--- src/rtl/instruction_fetch_unit.sv ---
// Fetch stage: owns the PC, reads the combinational instruction memory
// and registers the fetched word into the IF/ID pipeline register.
module instruction_fetch_unit #(
  parameter int unsigned PC_WIDTH   = 32,
  parameter int unsigned IMEM_DEPTH = 8,
  parameter int unsigned RESET_PC   = 0
) (
  input  logic                clk,
  input  logic                reset,
  input  logic                stall,
  input  logic                flush,
  input  logic                branch_taken,
  input  logic [PC_WIDTH-1:0] branch_target,
  output logic [PC_WIDTH-1:0] imem_addr,
  input  logic [31:0]         imem_data,
  output logic [PC_WIDTH-1:0] ifid_pc,
  output logic [31:0]         ifid_instr,
  output logic                ifid_valid,
  output logic                fetch_fault,
  output logic [15:0]         fetch_count
);

  localparam logic [PC_WIDTH-1:0] RST_PC = PC_WIDTH'(RESET_PC);
  localparam logic [PC_WIDTH-1:0] LAST_W = PC_WIDTH'(IMEM_DEPTH - 1);
  localparam logic [PC_WIDTH-1:0] DEPTH  = PC_WIDTH'(IMEM_DEPTH);
  localparam logic [15:0]         CNT_MAX = 16'hFFFF;

  typedef struct packed {
    logic [PC_WIDTH-1:0] pc;
    logic [31:0]         instr;
    logic                valid;
  } ifid_t;

  localparam ifid_t BUBBLE = '{pc: '0, instr: 32'h0, valid: 1'b0};

  logic [PC_WIDTH-1:0] pc_q, pc_d;
  ifid_t               ifid_q, ifid_d;
  logic                fault_q, fault_d;
  logic [15:0]         cnt_q, cnt_d;

  logic [PC_WIDTH-1:0] next_pc;
  logic                target_ok;

  assign next_pc   = (pc_q == LAST_W) ? '0 : pc_q + 1'b1;
  assign target_ok = branch_target < DEPTH;

  always_comb begin
    pc_d    = pc_q;
    ifid_d  = ifid_q;
    fault_d = fault_q;
    cnt_d   = cnt_q;
    if (branch_taken) begin
      ifid_d = BUBBLE;
      if (target_ok) begin
        pc_d = branch_target;
      end else begin
        // Bad target: restart from the reset vector and latch the fault.
        pc_d    = RST_PC;
        fault_d = 1'b1;
      end
    end else if (stall) begin
      pc_d   = pc_q;
      ifid_d = ifid_q;
    end else if (flush) begin
      ifid_d = BUBBLE;
      pc_d   = next_pc;
    end else begin
      ifid_d.pc    = pc_q;
      ifid_d.instr = imem_data;
      ifid_d.valid = 1'b1;
      pc_d         = next_pc;
      if (cnt_q != CNT_MAX) begin
        cnt_d = cnt_q + 16'd1;
      end
    end
  end

  always_ff @(posedge clk) begin
    if (reset) begin
      pc_q    <= RST_PC;
      ifid_q  <= BUBBLE;
      fault_q <= 1'b0;
      cnt_q   <= '0;
    end else begin
      pc_q    <= pc_d;
      ifid_q  <= ifid_d;
      fault_q <= fault_d;
      cnt_q   <= cnt_d;
    end
  end

  assign imem_addr   = pc_q;
  assign ifid_pc     = ifid_q.pc;
  assign ifid_instr  = ifid_q.instr;
  assign ifid_valid  = ifid_q.valid;
  assign fetch_fault = fault_q;
  assign fetch_count = cnt_q;

endmodule
--- config.mk ---
export PLATFORM = sky130hd
export DESIGN_NAME = instruction_fetch_unit
export DESIGN_NICKNAME = d
export VERILOG_FILES = /design/src/rtl/instruction_fetch_unit.sv
export SDC_FILE = /design/constraint.sdc
export NUM_CORES = 1
export LEC_CHECK = 0
export BUFFER_PORTS_ARGS = -buffer_cell sky130_fd_sc_hd__buf_4
export CAP_MARGIN = 20
export CORE_ASPECT_RATIO = 2
export CORE_MARGIN = 3
export CORE_UTILIZATION = 35
export CTS_CLUSTER_SIZE = 40
export DETAILED_ROUTE_END_ITERATION = 16
export RECOVER_POWER = 100
export SLEW_MARGIN = 0
export SYNTH_ARGS = -nofsm -noshare
export SYNTH_HDL_FRONTEND = slang
export SYNTH_SLANG_ARGS = --single-unit
--- constraint.sdc ---
create_clock -name clk -period 3 [get_ports clk]
set_clock_uncertainty 0.15 [all_clocks]
set_input_delay 0.45 -clock clk [delete_from_list [all_inputs] [get_ports clk]]
set_output_delay 0.45 -clock clk [all_outputs]
set_load 0.005 [all_outputs]
Word level (Yosys, flattened, before mapping)
Index checks and enable logic that the tools add are counted.
{ "classes": {"n_addsub": 2, "multipliers": 0, "div_mod_pow": 0, "magnitude_cmp": 1, "n_eq_ne": 3, "shifts": 0, "muxes": 5, "bitwise_logic": 4, "n_reduce_logical": 3} }
{ "ops": {"columns": ["operator", "count"], "rows": [
  ["two-way mux 32 bit", 4],
  ["two-way mux 65 bit", 1],
  ["adder 32 x 1 -> 32 bit (second input constant)", 1],
  ["equality test 32 x 3 -> 1 bit (second input constant)", 1],
  ["< comparator 32 x 4 -> 1 bit (second input constant)", 1],
  ["adder 16 x 1 -> 16 bit (second input constant)", 1],
  ["inequality test 16 bit (second input constant)", 1],
  ["inverter 1 bit", 4],
  ["AND reduction 4 bit", 1],
  ["inequality test 2 x 1 -> 1 bit (second input constant)", 1],
  ["AND reduction 2 bit", 1],
  ["OR reduction 2 bit", 1]
]} }
{ "totals": {"regBits": 114, "latchBits": 0, "ramBits": 0, "rom_bits": 0, "out_inout_bits": 114, "wordCells": 24, "n_memories": 0} }

Longest topological paths before layout
{ "logic_depth": {"ltp_word": 4, "mapped_depth": 8} }

Worst setup path after synthesis
OpenSTA, ideal clock, no wires.
{ "synth_path": {"path_kind": "reg-to-reg", "start": "register pc_q[0], in the netlist imem_addr[0]", "end": "register pc_q[18], in the netlist imem_addr[18]", "arrival_ps": 1836, "t_required_ps": 2735, "slack_ps": 900, "stages_incl_launch_ff": 8, "path_buffers": 1, "synth_period_minus_slack_ps": 2100, "cell_sequence": "dfxtp_1 ha_1 nor4bb_1 nand4_1 or2_2 o21ai_4 buf_6 nor2_1"} }
{ "synth_via": {"elab_chain_cells": 4, "elab_cells_between_ends": 5, "cone_classes": "add/sub (1); eq/ne (1); mux (3)"} }
{ "synth_lines": {"columns": ["element", "line", "rtl"], "rows": [
  ["from (decl)", "36", "logic [PC_WIDTH-1:0] pc_q, pc_d;"],
  ["from (signal assigned)", "85", "pc_q <= pc_d;"],
  ["adder 32 x 1 -> 32 bit / equality test 32 x 3 -> 1 bit (equally long branches)", "44", "assign next_pc = (pc_q == LAST_W) ? '0 : pc_q + 1'b1;"],
  ["two-way mux 32 bit *", "44", null],
  ["two-way mux 32 bit *", "61", "end else if (stall) begin"],
  ["two-way mux 32 bit *", "52", "if (branch_taken) begin"]
]} }
Every way passes the cells marked *; elsewhere a longest branch is shown, timed or not. The select of a mux whose other input is x is not followed.
A chain may end at the register's enable or synchronous reset.

Worst setup path in the final report
{ "layout_path": {"start": "input port reset", "end": "register ifid_q, in the netlist ifid_pc[19]"} }
{ "layout_via": {"elab_chain_cells": 1} }
{ "layout_lines": {"columns": ["element", "line", "rtl"], "rows": [
  ["from (decl)", "9", "input logic reset,"],
  ["OR reduction 2 bit (no source line)", null, null],
  ["to (signal assigned)", "86", "ifid_q <= ifid_d;"],
  ["to (decl)", "37", "ifid_t ifid_q, ifid_d;"]
]} }
Every way passes these cells.

==> summary.md <==
| Metric | Value |
|---|---|
| CORE AREA | `13970 um^2` |
| Final Cycle Share | `88.50%` |
| Die Span Y | `174.8 um` |
| Worst Hold Launch | `imem_data[24]` |
| Synth Net Count | `653` |
| CTS tree | `done` |
| Met3 Use GR | `5.299%` |
| Max FO, Critical Path | `30` |
| Fill count | `1407` |
| Placer Congestion | `0.8560` |
| Pwr dens | `545.4 nW/um^2` |
| Die X | `90.41 um` |
| Worst min-delay path endpoint | `ifid_instr[24]` |
| Post-synth EDFFs | `0` |
| Depth of the worst hold-timing path | `3` |
| Port Buffers | `182` |
| Clock latency on the worst-skew pair | `0.40 ns` |
| Critical path data arrival time | `2.78 ns` |
| CTS clk-pin slew, worst paths | `0.06 ns` |
| Post-synthesis async set-or-reset flop share | `0%` |
| Core Rows | `61` |
| Hold buffers post-CTS | `0` |
| Detailed Place HPWL | `12.28 mm` |
| Wire length per cell | `17.29 um` |
| First-pass GRT wire length | `26.39 mm` |
| Leak Pwr | `2.615 nW` |
| Post-synthesis cell area | `4987 um^2` |
| H-Tree Depth | `4` |
| Clock network power share | `53.5%` |
| DR iter-0 viols | `281` |
| Nets | `825` |
| CP endpoint kind | `flip-flop` |
| Worst Setup Start Kind | `input port` |
| Critical Path Slowest Stage Cell | `or2_0` |
| Highest clock rate | `0.3766 GHz` |
| Leading cell types in the layout, fill and taps excluded | `114 x dfxtp_1, 104 x nor2_1, 83 x clkbuf_4` |
| Switching Fraction | `23.54%` |
| Netlist cell types | `60` |
| Outcome | `finished with violations` |
| Number of routed nets with antenna violations | `0` |
| Worst-Margin Slew | `1.600 ns` |
| Hold/Removal Path Class | `input port to flip-flop` |
| Syn Inst Count | `582` |
| Longest Clk Path Bufs | `2` |
| Cts bufs inserted | `17` |
| Post-synth top area cell | `dfxtp_1` |
| Syn_area_per_cell | `8.569 um^2` |
| Reg-to-reg endpoint | `imem_addr[31]` |
| Largest net degree at the start of global routing | `62` |
| Ports | `183` |
| Logic gate share of total power | `5.8%` |
| Max rail drop VDD | `0.3938 mV` |
| Main synth FF type | `dfxtp_1` |
| Setup CP Type | `input port to flip-flop` |
| Critical Path RT | `3.13 ns` |
| GR Overflow Total | `0` |
| Total number of vias | `5093` |
| Vias/cell | `5.327` |
| Vias in the first global route | `5091` |
| R2R Setup Slk | `0.35 ns` |
| Layout cells sized above 1 | `26.60%` |
| MaxCap Viol Count | `1` |
| Slowest cell delay on critical path | `1.24 ns` |
| Clock sinks | `114` |
| RSZ-0062 raised after global routing | `false` |
| Tot Pwr | `0.003775 W` |
| Yosys synthesis warning count | `0` |
| Routed Wire Length | `16.53 mm` |
| Area growth from synthesis to layout | `38.79%` |
| Post-CTS Resized | `0` |
| Grt met2 use | `40.24%` |
| P_sw | `0.0008886 W` |
| Count of final hold-check violations | `0` |
| Setup-failing EPs final | `0` |
| Drt pass-1 iters | `6` |
| Initial Util | `35.71%` |
| Failing checks | `capacitance limit, slew limit` |
| Slew margin rel. | `-6.660%` |
| M1 GR Usage | `20.77%` |
| Setup Buffers After CTS | `0` |
| Die area | `15800 um^2` |
| Slew Limit Fails | `24` |
| CP Cell Sequence | `clkbuf_2 > or2_0 > buf_4 > nor2_1` |
| Commonest non-fill, non-tap cell in the layout | `dfxtp_1` |
| Clock Tree Root | `clkbuf_16` |
| GR peak layer | `met2` |
| R2R cell count | `6` |
| Initial antenna violation count | `0` |
| Ant. Diodes | `0` |
| Synth area leaders | `dfxtp_1 46%, nor2_1 7.9%, a22oi_1 5.0%` |
| Post-synthesis register bit count | `114` |
| Setup TNS | `0 ns` |
| Tmin final | `2.655 ns` |
| Internal | `0.002887 W` |
| Residual DRC count | `0` |
| GRT Resource Usage Total | `20.94%` |
| Crit Reg-Reg Startpoint | `imem_addr[11]` |
| Share of the synthesized area in the top cell type | `45.76%` |
| Reg power frac | `40.8%` |
| Share of synthesized area occupied by flip-flops and latches | `45.76%` |
==> cells in the mapped netlist, types with 4 or more instances <==
| master | instances |
|---|---|
| o21ai_0 | 17 |
| nor3b_1 | 30 |
| xor2_1 | 19 |
| and4_1 | 4 |
| or3_1 | 6 |
| clkbuf_1 | 30 |
| nor2_1 | 105 |
| inv_1 | 9 |
| a31oi_1 | 6 |
| nand4_1 | 15 |
| dfxtp_1 | 114 |
| nand3_1 | 24 |
| nor4_1 | 20 |
| nor3_1 | 14 |
| a22oi_1 | 33 |
| o31ai_1 | 4 |
| a21oi_1 | 41 |
| xnor2_1 | 7 |
| and3_1 | 5 |
| nand2_1 | 22 |
==> power groups by stage <==
stage               logic, W  registers, W  clock network, W
floorplan           0.000106       0.00157                 0
global placement    0.000221       0.00157                 0
detailed placement  0.000225       0.00157                 0
CTS                 0.000226       0.00154           0.00206
global route        0.000238       0.00154           0.00214
finish              0.000217       0.00154           0.00202
==> registers in the layout, indices dropped and copies added (netlist names) <==
name / cells
imem_addr: 32
fetch_count: 16
ifid_valid: 1
fetch_fault: 1
ifid_instr: 32
ifid_pc: 32
==> final cells by class <==
type | instances | area (um^2) | share of cell area [%]
clock buffer | 19 | 442.9 | 6.399
clock inverter | 13 | 152.6 | 2.205
inverter | 9 | 33.78 | 0.4881
multi-input combinational | 420 | 2457 | 35.50
sequential | 114 | 2282 | 32.97
tap | 189 | 236.5 | 3.416
timing repair buffer | 192 | 1316 | 19.02
==> critical path: cells and delay by family <==
| kind | cells | cell delay (ns) |
|---|---|---|
| buffers and inverters | 2 | 0.96 |
| AND/OR/NAND/NOR | 2 | 1.33 |
==> worst max path at each step <==
stage | start | to | slack (ns) | depth (start not counted)
3_5_place_dp | imem_addr[0] | imem_addr[10] | 0.45 | 6
4_1_cts | imem_addr[0] | imem_addr[10] | 0.43 | 6
2_1_floorplan | imem_addr[0] | imem_addr[18] | 0.90 | 7
5_1_grt | reset | ifid_pc[19] | 0.17 | 4
6_report | reset | ifid_pc[19] | 0.35 | 4
3_3_place_gp | imem_addr[0] | imem_addr[10] | 0.51 | 6
==> cells by family after synthesis <==
family	after synthesis	share of synthesized area, %
xor+xnor	26	4.566
fa+ha+maj	2	0.5017
buf+inv	48	4.415
simple gates	271	29.20
flops	114	45.76
compound gates	120	15.35
mux	1	0.2007
==> metal layers <==
layer  vias to the layer above  share of wire, %
li1                       2449                 -
met1                      2421                36
met2                       193                56
met3                        30               5.8
met4                         0               2.4
met5                         -                 0
==> stage by stage <==
step           worst slack [ns]  hold WS (ns)  cell area [um^2]  util, %  std cells
2_1_floorplan            0.8997        0.2894              4987        -        582
3_3_place_gp             0.5051        0.2847              6481    46.40        924
3_5_place_dp             0.4518        0.2952              6481    46.40        924
4_1_cts                  0.4320        0.1076              7077    50.67        956
5_1_grt                  0.1685        0.1131              6922    49.56        956
6_report                 0.3450        0.1208              6922    49.56        956
No activity file was read; power rests on OpenSTA's default activity.
